### src/rtl/sd_pkg.sv
// Shared constants, state types and the CRC7 bit step for the SD SPI command/response unit.
package sd_pkg;
  localparam int         FRAME_LEN    = 48;
  localparam int         CRC_LEN      = 40;
  localparam logic [6:0] CRC7_POLY    = 7'h09;
  localparam int         R1_LEN       = 8;
  localparam int         R7_LEN       = 40;
  localparam logic [3:0] TOK_ACCEPTED = 4'b0101;
  localparam logic [3:0] TOK_CRC_ERR  = 4'b1011;
  localparam logic [3:0] TOK_WR_ERR   = 4'b1101;

  typedef enum logic [2:0] {C_IDLE, C_SEND, C_WAIT, C_CAPT, C_DONE} cmd_state_e;
  typedef enum logic [2:0] {D_IDLE, D_ARMED, D_TOKEN, D_BUSY, D_DONE} dat_state_e;

  function automatic logic [6:0] crc7_step(input logic [6:0] crc, input logic b);
    logic fb;
    fb = crc[6] ^ b;
    return {crc[5:0], 1'b0} ^ (fb ? CRC7_POLY : 7'h00);
  endfunction
endpackage

### src/rtl/sd_crc7.sv
// Serial CRC7 (x^7+x^3+1), one message bit per enabled clock, MSB first.
module sd_crc7 import sd_pkg::*; (
  input  logic       i_clk,
  input  logic       i_reset,
  input  logic       i_clear,
  input  logic       i_en,
  input  logic       i_bit,
  output logic [6:0] o_crc
);
  logic [6:0] r_crc;

  always_ff @(posedge i_clk or posedge i_reset) begin
    if (i_reset)      r_crc <= '0;
    else if (i_clear) r_crc <= '0;
    else if (i_en)    r_crc <= crc7_step(r_crc, i_bit);
  end

  assign o_crc = r_crc;
endmodule

### src/rtl/sd_cmd_resp_unit.sv
// SD SPI-mode command sender / response capture, data-response token tracker and delay counter.
module sd_cmd_resp_unit import sd_pkg::*; #(
  parameter int NCR_MAX = 64,
  parameter int DLY_W   = 4
) (
  input  logic             i_clk,
  input  logic             i_reset,
  input  logic             i_do,
  input  logic             i_cmd_start,
  input  logic [5:0]       i_cmd_index,
  input  logic [31:0]      i_cmd_arg,
  input  logic             i_cmd_long,
  output logic             o_cmd_di,
  output logic             o_cmd_busy,
  output logic             o_cmd_finish,
  output logic             o_cmd_rp_finish,
  output logic [39:0]      o_cmd_response,
  input  logic             i_dat_clear,
  output logic             o_dat_finish,
  output logic [3:0]       o_dat_status,
  input  logic             i_dly_start,
  input  logic [DLY_W-1:0] i_dly_times,
  output logic             o_dly_finish
);
  localparam int NCR_W = $clog2(NCR_MAX + 1);

  cmd_state_e       r_cst;
  logic [38:0]      r_tx;
  logic [5:0]       r_bit;
  logic [NCR_W-1:0] r_ncr;
  logic [39:0]      r_rx;
  logic             r_long;
  logic             r_start_ok;
  logic             r_cmd_di;
  logic             r_busy;
  logic             r_finish;
  logic             r_rp_finish;
  logic [39:0]      r_resp;

  logic [6:0]       w_crc;
  logic             w_crc_clr;
  logic             w_crc_en;
  logic [39:0]      w_rx_next;
  logic [5:0]       w_rx_last;

  // Frame bit 0 is always 0 and the CRC starts at 0, so feeding only bits 1..39 gives the same remainder.
  assign w_crc_clr = (r_cst == C_IDLE);
  assign w_crc_en  = (r_cst == C_SEND) && (r_bit < 6'(CRC_LEN - 1));
  assign w_rx_next = {r_rx[38:0], i_do};
  assign w_rx_last = r_long ? 6'(R7_LEN - 1) : 6'(R1_LEN - 1);

  sd_crc7 u_crc7 (
    .i_clk   (i_clk),
    .i_reset (i_reset),
    .i_clear (w_crc_clr),
    .i_en    (w_crc_en),
    .i_bit   (r_tx[38]),
    .o_crc   (w_crc)
  );

  always_ff @(posedge i_clk or posedge i_reset) begin
    if (i_reset) begin
      r_cst       <= C_IDLE;
      r_tx        <= '0;
      r_bit       <= '0;
      r_ncr       <= '0;
      r_rx        <= '0;
      r_long      <= 1'b0;
      r_start_ok  <= 1'b0;
      r_cmd_di    <= 1'b1;
      r_busy      <= 1'b0;
      r_finish    <= 1'b0;
      r_rp_finish <= 1'b0;
      r_resp      <= '0;
    end else begin
      r_rp_finish <= 1'b0;
      // A command only launches after cmd_start has been seen low (after reset or a finished command).
      if (!i_cmd_start) r_start_ok <= 1'b1;
      case (r_cst)
        C_IDLE: begin
          r_cmd_di <= 1'b1;
          r_busy   <= 1'b0;
          if (i_cmd_start && r_start_ok) begin
            r_start_ok <= 1'b0;
            r_long     <= i_cmd_long;
            r_tx       <= {1'b1, i_cmd_index, i_cmd_arg};
            r_cmd_di   <= 1'b0;
            r_busy     <= 1'b1;
            r_bit      <= '0;
            r_cst      <= C_SEND;
          end
        end
        C_SEND: begin
          r_bit <= r_bit + 6'd1;
          if (r_bit == 6'(CRC_LEN - 1)) begin
            r_cmd_di <= w_crc[6];
            r_tx     <= {w_crc[5:0], 1'b1, 32'd0};
          end else if (r_bit == 6'(FRAME_LEN - 1)) begin
            r_cmd_di <= 1'b1;
            r_ncr    <= '0;
            r_cst    <= C_WAIT;
          end else begin
            r_cmd_di <= r_tx[38];
            r_tx     <= {r_tx[37:0], 1'b0};
          end
        end
        C_WAIT: begin
          if (!i_do) begin
            r_rx  <= '0;
            r_bit <= 6'd1;
            r_cst <= C_CAPT;
          end else if (r_ncr == NCR_W'(NCR_MAX - 1)) begin
            r_resp      <= '1;
            r_rp_finish <= 1'b1;
            r_finish    <= 1'b1;
            r_cst       <= C_DONE;
          end else begin
            r_ncr <= r_ncr + 1'b1;
          end
        end
        C_CAPT: begin
          r_rx  <= w_rx_next;
          r_bit <= r_bit + 6'd1;
          if (r_bit == w_rx_last) begin
            r_resp      <= r_long ? w_rx_next : {32'd0, w_rx_next[7:0]};
            r_rp_finish <= 1'b1;
            r_finish    <= 1'b1;
            r_cst       <= C_DONE;
          end
        end
        C_DONE: begin
          if (!i_cmd_start) begin
            r_busy   <= 1'b0;
            r_finish <= 1'b0;
            r_cst    <= C_IDLE;
          end
        end
        default: r_cst <= C_IDLE;
      endcase
    end
  end

  assign o_cmd_di        = r_cmd_di;
  assign o_cmd_busy      = r_busy;
  assign o_cmd_finish    = r_finish;
  assign o_cmd_rp_finish = r_rp_finish;
  assign o_cmd_response  = r_resp;

  dat_state_e r_dst;
  logic [1:0] r_tok_cnt;
  logic [3:0] r_status;
  logic       r_dat_finish;

  always_ff @(posedge i_clk or posedge i_reset) begin
    if (i_reset) begin
      r_dst        <= D_IDLE;
      r_tok_cnt    <= '0;
      r_status     <= '0;
      r_dat_finish <= 1'b0;
    end else if (i_dat_clear) begin
      r_dst        <= D_IDLE;
      r_tok_cnt    <= '0;
      r_status     <= '0;
      r_dat_finish <= 1'b0;
    end else begin
      case (r_dst)
        D_IDLE:  if (r_rp_finish) r_dst <= D_ARMED;
        D_ARMED: begin
          if (!i_do) begin
            r_tok_cnt <= '0;
            r_dst     <= D_TOKEN;
          end
        end
        D_TOKEN: begin
          r_status  <= {r_status[2:0], i_do};
          r_tok_cnt <= r_tok_cnt + 2'd1;
          if (r_tok_cnt == 2'd3) r_dst <= D_BUSY;
        end
        D_BUSY: begin
          if (i_do) begin
            r_dat_finish <= 1'b1;
            r_dst        <= D_DONE;
          end
        end
        D_DONE:  r_dat_finish <= 1'b1;
        default: r_dst <= D_IDLE;
      endcase
    end
  end

  assign o_dat_finish = r_dat_finish;
  assign o_dat_status = r_status;

  logic [DLY_W-1:0] r_dly_cnt;
  logic             r_dly_finish;

  // Saturating edge counter; finish is sticky until dly_start drops.
  always_ff @(posedge i_clk or posedge i_reset) begin
    if (i_reset) begin
      r_dly_cnt    <= '0;
      r_dly_finish <= 1'b0;
    end else if (!i_dly_start) begin
      r_dly_cnt    <= '0;
      r_dly_finish <= 1'b0;
    end else begin
      r_dly_finish <= r_dly_finish | (r_dly_cnt >= i_dly_times);
      if (r_dly_cnt != '1) r_dly_cnt <= r_dly_cnt + 1'b1;
    end
  end

  assign o_dly_finish = r_dly_finish;
endmodule

### config.mk
export PLATFORM = sky130hd
export DESIGN_NAME = sd_cmd_resp_unit
export DESIGN_NICKNAME = d
export VERILOG_FILES = /design/src/rtl/sd_pkg.sv /design/src/rtl/sd_crc7.sv /design/src/rtl/sd_cmd_resp_unit.sv
export SDC_FILE = /design/constraint.sdc
export NUM_CORES = 1
export LEC_CHECK = 0
export BUFFER_PORTS_ARGS = -buffer_cell sky130_fd_sc_hd__buf_2
export CORE_MARGIN = 3
export CORE_UTILIZATION = 30
export DETAILED_ROUTE_END_ITERATION = 16
export GPL_TIMING_DRIVEN = 1
export PLACE_DENSITY = 0.43
export RECOVER_POWER = 25
export SETUP_SLACK_MARGIN = 0.5
export SYNTH_ARGS = -nofsm -noshare
export SYNTH_HDL_FRONTEND = slang
export SYNTH_HIERARCHICAL = 1
export SYNTH_SLANG_ARGS = --single-unit
### constraint.sdc
create_clock -name i_clk -period 6 [get_ports i_clk]
set_input_delay 1.2 -clock i_clk [delete_from_list [all_inputs] [get_ports i_clk]]
set_output_delay 1.2 -clock i_clk [all_outputs]
set_load 0.05 [all_outputs]
=== Word level (Yosys, flattened, before mapping) ===
Cells that the tools add are included.

* Bits in registers: 162
* Input bits: 49
* Output and inout port bits: 50

* Add/subtract/negate cells: 4
* Magnitude comparators: 2
* Eq/ne operators: 31
* Multiplexer cells: 66
* Bitwise operators: 3
* Reduce and logical (&&, ||, !) cells: 27

{| class="wikitable"
|+ Operators with widths
! operator !! number
|-
| 40-bit 2-to-1 mux || 4
|-
| 39-bit 2-to-1 mux || 4
|-
| 39-bit one-hot mux with 2 select lines || 2
|-
| 40-bit one-hot mux with 2 select lines || 1
|-
| 7-bit 2-to-1 mux || 6
|-
| 3-bit 2-to-1 mux || 12
|-
| 3-bit one-hot mux with 5 select lines || 2
|-
| 4-bit 2-to-1 mux || 5
|-
| 6-bit 2-to-1 mux || 3
|-
| 2-bit inequality test (second input constant) || 9
|-
| 3-bit inequality test (second input constant) || 6
|-
| 6-bit one-hot mux with 3 select lines || 1
|-
| 1-bit 2-to-1 mux || 17
|-
| 5-bit AND reduction || 3
|-
| 7-bit one-hot mux with 2 select lines || 1
|-
| 3-bit by 2-bit equality test with 1-bit output (second input constant) || 4
|-
| 6-bit equality test (second input constant) || 2
|-
| 2-bit nonzero test || 6
|-
| 3-bit nonzero test || 4
|-
| 2-bit AND reduction || 5
|-
| 1-bit one-hot mux with 2 select lines || 4
|-
| 7-bit by 1-bit adder with 7-bit output (second input constant) || 1
|-
| 7-bit by 6-bit equality test with 1-bit output (second input constant) || 1
|-
| 7-bit XOR || 1
|-
| 22 further kinds || 29
|}

=== Depth between registers and ports, before layout ===
* Depth after elaboration: 5
* Mapped depth: 10
* Mapped depth without buffers: 7

=== Cells and area by module ===
Netlist, hierarchy kept.

{| class="wikitable"
|+ By module, submodules not included
! module !! times used !! cells an instance !! area an instance (µm²) !! seq. area each (µm²)
|-
| sd_cmd_resp_unit || 1 || 649 || 7025.5 || 3880.0
|-
| sd_crc7 || 1 || 29 || 311.5 || 175.2
|}

=== Worst setup path after synthesis ===
No wires, ideal clock.

* Path type: input -> register
* Start point: input i_do
* End point: register r_resp[10] (netlist: o_cmd_response[10])
* Setup time: 0.073 ns
* Arrival: 2.288 ns
* Slack: 3.639 ns
* Cell stages on the path: 5
* Path through: clkbuf_1 > nand4bb_1 > o21ai_4 > buf_6 > a2bb2oi_2

* Longest elaborated chain between the ends: 2

{| class="wikitable"
|+ Ends and longest elaborated chain
! element !! line !! RTL
|-
| start: declaration || sd_cmd_resp_unit.sv:8 || <nowiki>input logic i_do,</nowiki>
|-
| 2-bit inequality test (no source line) || n/a ||
|-
| 4-bit AND reduction (no source line) || n/a ||
|-
| end signal: assignment || sd_cmd_resp_unit.sv:125 || <nowiki>r_resp <= r_long ? w_rx_next : {32'd0, w_rx_next[7:0]};</nowiki>
|-
| end: declaration || sd_cmd_resp_unit.sv:38 || <nowiki>logic [39:0] r_resp;</nowiki>
|}

Every way passes these cells.
A chain may end at the register's enable or synchronous reset.

=== Worst setup path after layout ===
* Start point: register r_cst[2]
* End point: register r_resp[6] (netlist: o_cmd_response[6])

* Longest elaborated chain between the ends: 3
* Elaborated cells on any way between the ends: 8

{| class="wikitable"
|+ Ends and longest elaborated chain
! element !! line !! RTL
|-
| start: declaration || sd_cmd_resp_unit.sv:27 || <nowiki>cmd_state_e r_cst;</nowiki>
|-
| start signal: assignment || sd_cmd_resp_unit.sv:63 || <nowiki>r_cst <= C_IDLE;</nowiki>
|-
| start signal: assignment || sd_cmd_resp_unit.sv:90 || <nowiki>r_cst <= C_SEND;</nowiki>
|-
| start signal: assignment || sd_cmd_resp_unit.sv:101 || <nowiki>r_cst <= C_WAIT;</nowiki>
|-
| 3-bit by 2-bit equality test with 1-bit output || sd_cmd_resp_unit.sv:79 || <nowiki>case (r_cst)</nowiki>
|-
| 2-bit inequality test (no source line) or 2-bit nonzero test (tied branches) || n/a ||
|-
| 4-bit AND reduction (no source line) || n/a ||
|}

Parallel ways exist; a longest one is shown, timed or not.

==> flow_results.org <==
** CTS
- After clock tree synthesis, the clock-pin slew on the worst setup and hold paths is 0.07 ns.
- The H-tree was split into 4 levels.
- TritonCTS clock tree :: built
- The later pin in the worst-skew pair is clocked with a latency of 0.43 ns.
- The clock drives 162 sinks.
- Number of buffers added by the clock tree synthesis step :: 17
- Cells resized by post-CTS repair :: 0
- The number of hold buffers added after CTS was 0.
- Buffers inserted during post-CTS setup optimization :: 0
- In this run the clock root is driven by a sky130_fd_sc_hd__clkbuf_16.
- Max clock buf depth :: 2

** Setup path
- Setup crit end kind :: flop
- On the worst path, the slowest cell contributes a delay of 0.86 ns.
- Required time at the endpoint of the critical path :: 6.36 ns
- Number of buffer and inverter instances along the worst setup path :: 1
- Cell with the largest stage delay on the worst path :: sky130_fd_sc_hd__and3b_2
- CP startpoint :: r_cst[2]
- Cell type group with the largest total delay on the critical path :: simple AND/OR/NAND/NOR gates
- In this run the critical register-to-register path is captured at o_cmd_response[6].
- In this run the worst path has a maximum fanout of 43.
- Worst path depth :: 5
- At the worst endpoint, the arrival time is 3.29 ns.
- RR Startpoint :: r_cst[2]
- The worst setup path is of the reg -> reg kind.
- The critical path goes through and3b_2 -> nand4_2 -> o21ai_4 -> buf_4 -> o22a_1.
- Kind of start point of the critical path :: flop
- Critical path endpoint :: o_cmd_response[6]
- Counting cells, the worst reg-to-reg path comes to 5.
- Setup slack on the worst reg-to-reg path comes out at 3.08 ns.

** Die
- Count of pins on the block boundary :: 99
- Starting Density :: 30.9%
- From bottom edge to top edge, the die measures 162 µm.
- Die extent in x :: 162 µm
- Standard cell core area :: 23,800 µm²
- Count of standard-cell rows :: 56
- The die covers 26,400 µm².

** STA
- Static timing analysis puts the maximum clock frequency at 342 MHz.
- After routing, the total negative slack on setup checks comes to 0 ns.
- Transition time at the pin with the least slew margin :: 1.09 ns
- Min Clock Period, post-route :: 2.92 ns
- Setup violations remaining at the end of the flow were counted as 0.
- Setup repair after global routing left no endpoint under its margin.
- For the final database, setup skew stands at 0.0139 ns.
- Final hold vios :: 0
- Tcrit/Tclk final :: 48.7%
- Setup WS post-layout :: 3.08 ns
- Headroom to the max-slew limit came out at 27.0%.
- The final max-slew violation count is 0.

** Synthesis
- Number of flops mapped to enable cells by yosys :: 0
- Synthesis produced a netlist whose cell count is 678.
- Post-synth net total :: 735
- Count of synthesis-stage warnings from yosys :: 6
- Unique cell type count in the Yosys netlist :: 58
- Top flip-flop cell by instance count after synthesis :: sky130_fd_sc_hd__dfrtp_1
- Counting flops and latches in the post-synthesis netlist gives 162.
- Averaged over all synthesized cells, the footprint is 10.8 µm².
- The cell area that synthesis handed to floorplanning was 7340 µm².
- Share of the yosys chip area belonging to registers :: 55.3%
- FFs w/ async S/R, synth :: 100%

** Cells and area
- Once layout is done, the placed cells without fillers occupy 8640 µm².
- Fraction of layout instances using a drive strength above 1 :: 23.8%
- The number of antenna diodes in the final layout is 0.
- Util after Layout :: 36.4%
- Most frequent standard cell in the layout excluding fill and tap cells :: sky130_fd_sc_hd__dfrtp_1
- Area grow syn2layout :: 17.8%
- After filler insertion, the fill cell instance count of the layout stands at 2,357.
- Most frequent cells in the layout :: sky130_fd_sc_hd__dfrtp_1 (161), sky130_fd_sc_hd__buf_2 (96), sky130_fd_sc_hd__nand2_1 (95)
- In the final design database the tool counted 809 nets.

** Placed design
- Setup WS pre-CTS :: 2.85 ns
- HPWL Detailed :: 11,000 µm
- Cell area after placement :: 8040 µm²
- At the end of routability-driven placement, the weighted congestion stood at 0.776.
- In this run the tool buffered the top-level ports with 98 buffer cells.

** Global route
- Largest net degree at the start of global routing :: 99
- The first global-routing pass estimated 28,700 µm of wire.
- Overall track demand over capacity in global routing :: 13.3%
- The initial antenna violation count came to 0.
- The via count of the first global-routing pass was 5,634.
- After global routing the overflow that remains totals 0.

** Detailed routing
- Remaining number of nets flagged by the antenna check after routing :: 0
- Vias :: 5,443
- Initial DRC count :: 289
- After detailed routing, the total wire length is 17,100 µm.
- After detailed routing, the average wire length per cell comes to 15.7 µm.
- Via count normalized by instance count :: 5.02
- For this run, the detailed router's first-pass iteration total came to 4.
- After detailed routing, the number of remaining DRC violations is 0.

** Power
- For this design the static power due to leakage is 0.00382 µW.
- Power Density :: 559 nW/µm²
- IR analysis of the VDD net gives a maximum drop of 246 µV.
- After layout, the design draws a total of 4830 µW.

** Outcome
- Run status :: finished clean

** Flow run
- Max-capacitance violation count :: 0

** Worst hold path
- The min-delay analysis places its worst path in the category reg -> reg.
[stage by stage]
step,hold slack (ns),instances
floorplan,0.438,678
global placement,0.471,1052
detailed placement,0.464,1052
CTS,0.479,1084
global route,0.493,1084
finish,0.479,1084
[registers in the layout, indices dropped and copies added (netlist names), 2 cells and up]
register	cells
r_tok_cnt	2
r_ncr	7
r_tx	39
o_dat_status	4
r_bit	6
o_cmd_response	40
r_dly_cnt	4
r_dst	3
r_cst	3
r_rx	39
u_crc7/o_crc	7
[worst min-delay path by stage]
stage / end / slack (ns) / start / cells past startpoint
floorplan: r_tx[0] / 0.44 / r_tx[0] / 2
global placement: r_tx[0] / 0.47 / r_tx[0] / 2
detailed placement: r_tx[0] / 0.46 / r_tx[0] / 2
CTS: r_tx[0] / 0.48 / r_tx[0] / 2
global route: r_tx[0] / 0.49 / r_tx[0] / 2
finish: r_tx[0] / 0.48 / r_tx[0] / 2
[layout make-up]
type                            count  area, µm²  area share, %
Clock inverter                     15        186           2.16
Multi-Input combinational cell    451       2980           34.4
Inverter                           15       61.3          0.709
Tap cell                          319        399           4.62
Sequential cell                   162       4060           46.9
Timing Repair Buffer              105        541           6.25
Clock buffer                       17        425           4.92
[cell families (layout without fill, tap and decap cells)]
family	after synthesis	in the layout	synth area share (%)
mux	18	18	2.49
buf+inv	65	152	4.19
fa+ha+maj	8	8	1.36
xor+xnor	4	4	0.477
flops	162	162	55.3
compound gates	174	174	21.0
simple gates	247	247	15.2
[metal layers]
layer / track usage [%] / wire length (µm) / share of wire, % / vias up
met5: 0 / 0 / 0 / -
met4: 3.88 / 189 / 1.1 / 0
met3: 3.36 / 583 / 3.4 / 14
met2: 21.5 / 8190 / 48 / 80
met1: 17.8 / 8110 / 47 / 2765
li1: - / - / - / 2584
[tightest hold or removal path, cell delays in order (launching register included)]
cell and delay [ns]:
sky130_fd_sc_hd__dfrtp_1 0.35, sky130_fd_sc_hd__nand2_1 0.05, sky130_fd_sc_hd__nand2_1 0.05
[synth_stat cells, types with 2 or more instances]
library cell                instances  area share (%)
sky130_fd_sc_hd__a2bb2oi_2         33             6.8
sky130_fd_sc_hd__o221ai_1           2            0.24
sky130_fd_sc_hd__and3b_1            2            0.24
sky130_fd_sc_hd__dfrtp_1          161              55
sky130_fd_sc_hd__a31oi_1           36             3.1
sky130_fd_sc_hd__o2bb2ai_1          5            0.60
sky130_fd_sc_hd__o22a_1             8            0.96
sky130_fd_sc_hd__nand2_1           95             4.9
sky130_fd_sc_hd__o21ai_0           15             1.0
sky130_fd_sc_hd__buf_4              2            0.20
sky130_fd_sc_hd__ha_1               8             1.4
sky130_fd_sc_hd__clkbuf_1          22             1.1
sky130_fd_sc_hd__nor2_1            68             3.5
sky130_fd_sc_hd__nand2b_1           7            0.60
sky130_fd_sc_hd__nor2b_1            3            0.26
sky130_fd_sc_hd__a211oi_1           4            0.41
sky130_fd_sc_hd__a21o_1             3            0.31
sky130_fd_sc_hd__nand4_1            3            0.26
sky130_fd_sc_hd__xnor2_1            4            0.48
sky130_fd_sc_hd__o211ai_1           7            0.72
sky130_fd_sc_hd__mux2_2             2            0.31
sky130_fd_sc_hd__nor3_1             9            0.61
sky130_fd_sc_hd__a22o_1            39             4.7
sky130_fd_sc_hd__buf_2             21             1.4
sky130_fd_sc_hd__nand3_1           44             3.0
sky130_fd_sc_hd__mux2i_1           16             2.2
sky130_fd_sc_hd__a21oi_1            9            0.61
sky130_fd_sc_hd__buf_6              4            0.61
sky130_fd_sc_hd__inv_1             15            0.77
sky130_fd_sc_hd__and2_1             3            0.26
[power by group]
| part | internal, µW | switching (µW) | leakage (µW) |
|---|---|---|---|
| sequential | 1490 | 338 | 0.00197 |
| clock | 635 | 494 | 0.000300 |
| combinational | 648 | 1220 | 0.00155 |
No activity file was read; power rests on OpenSTA's default activity.
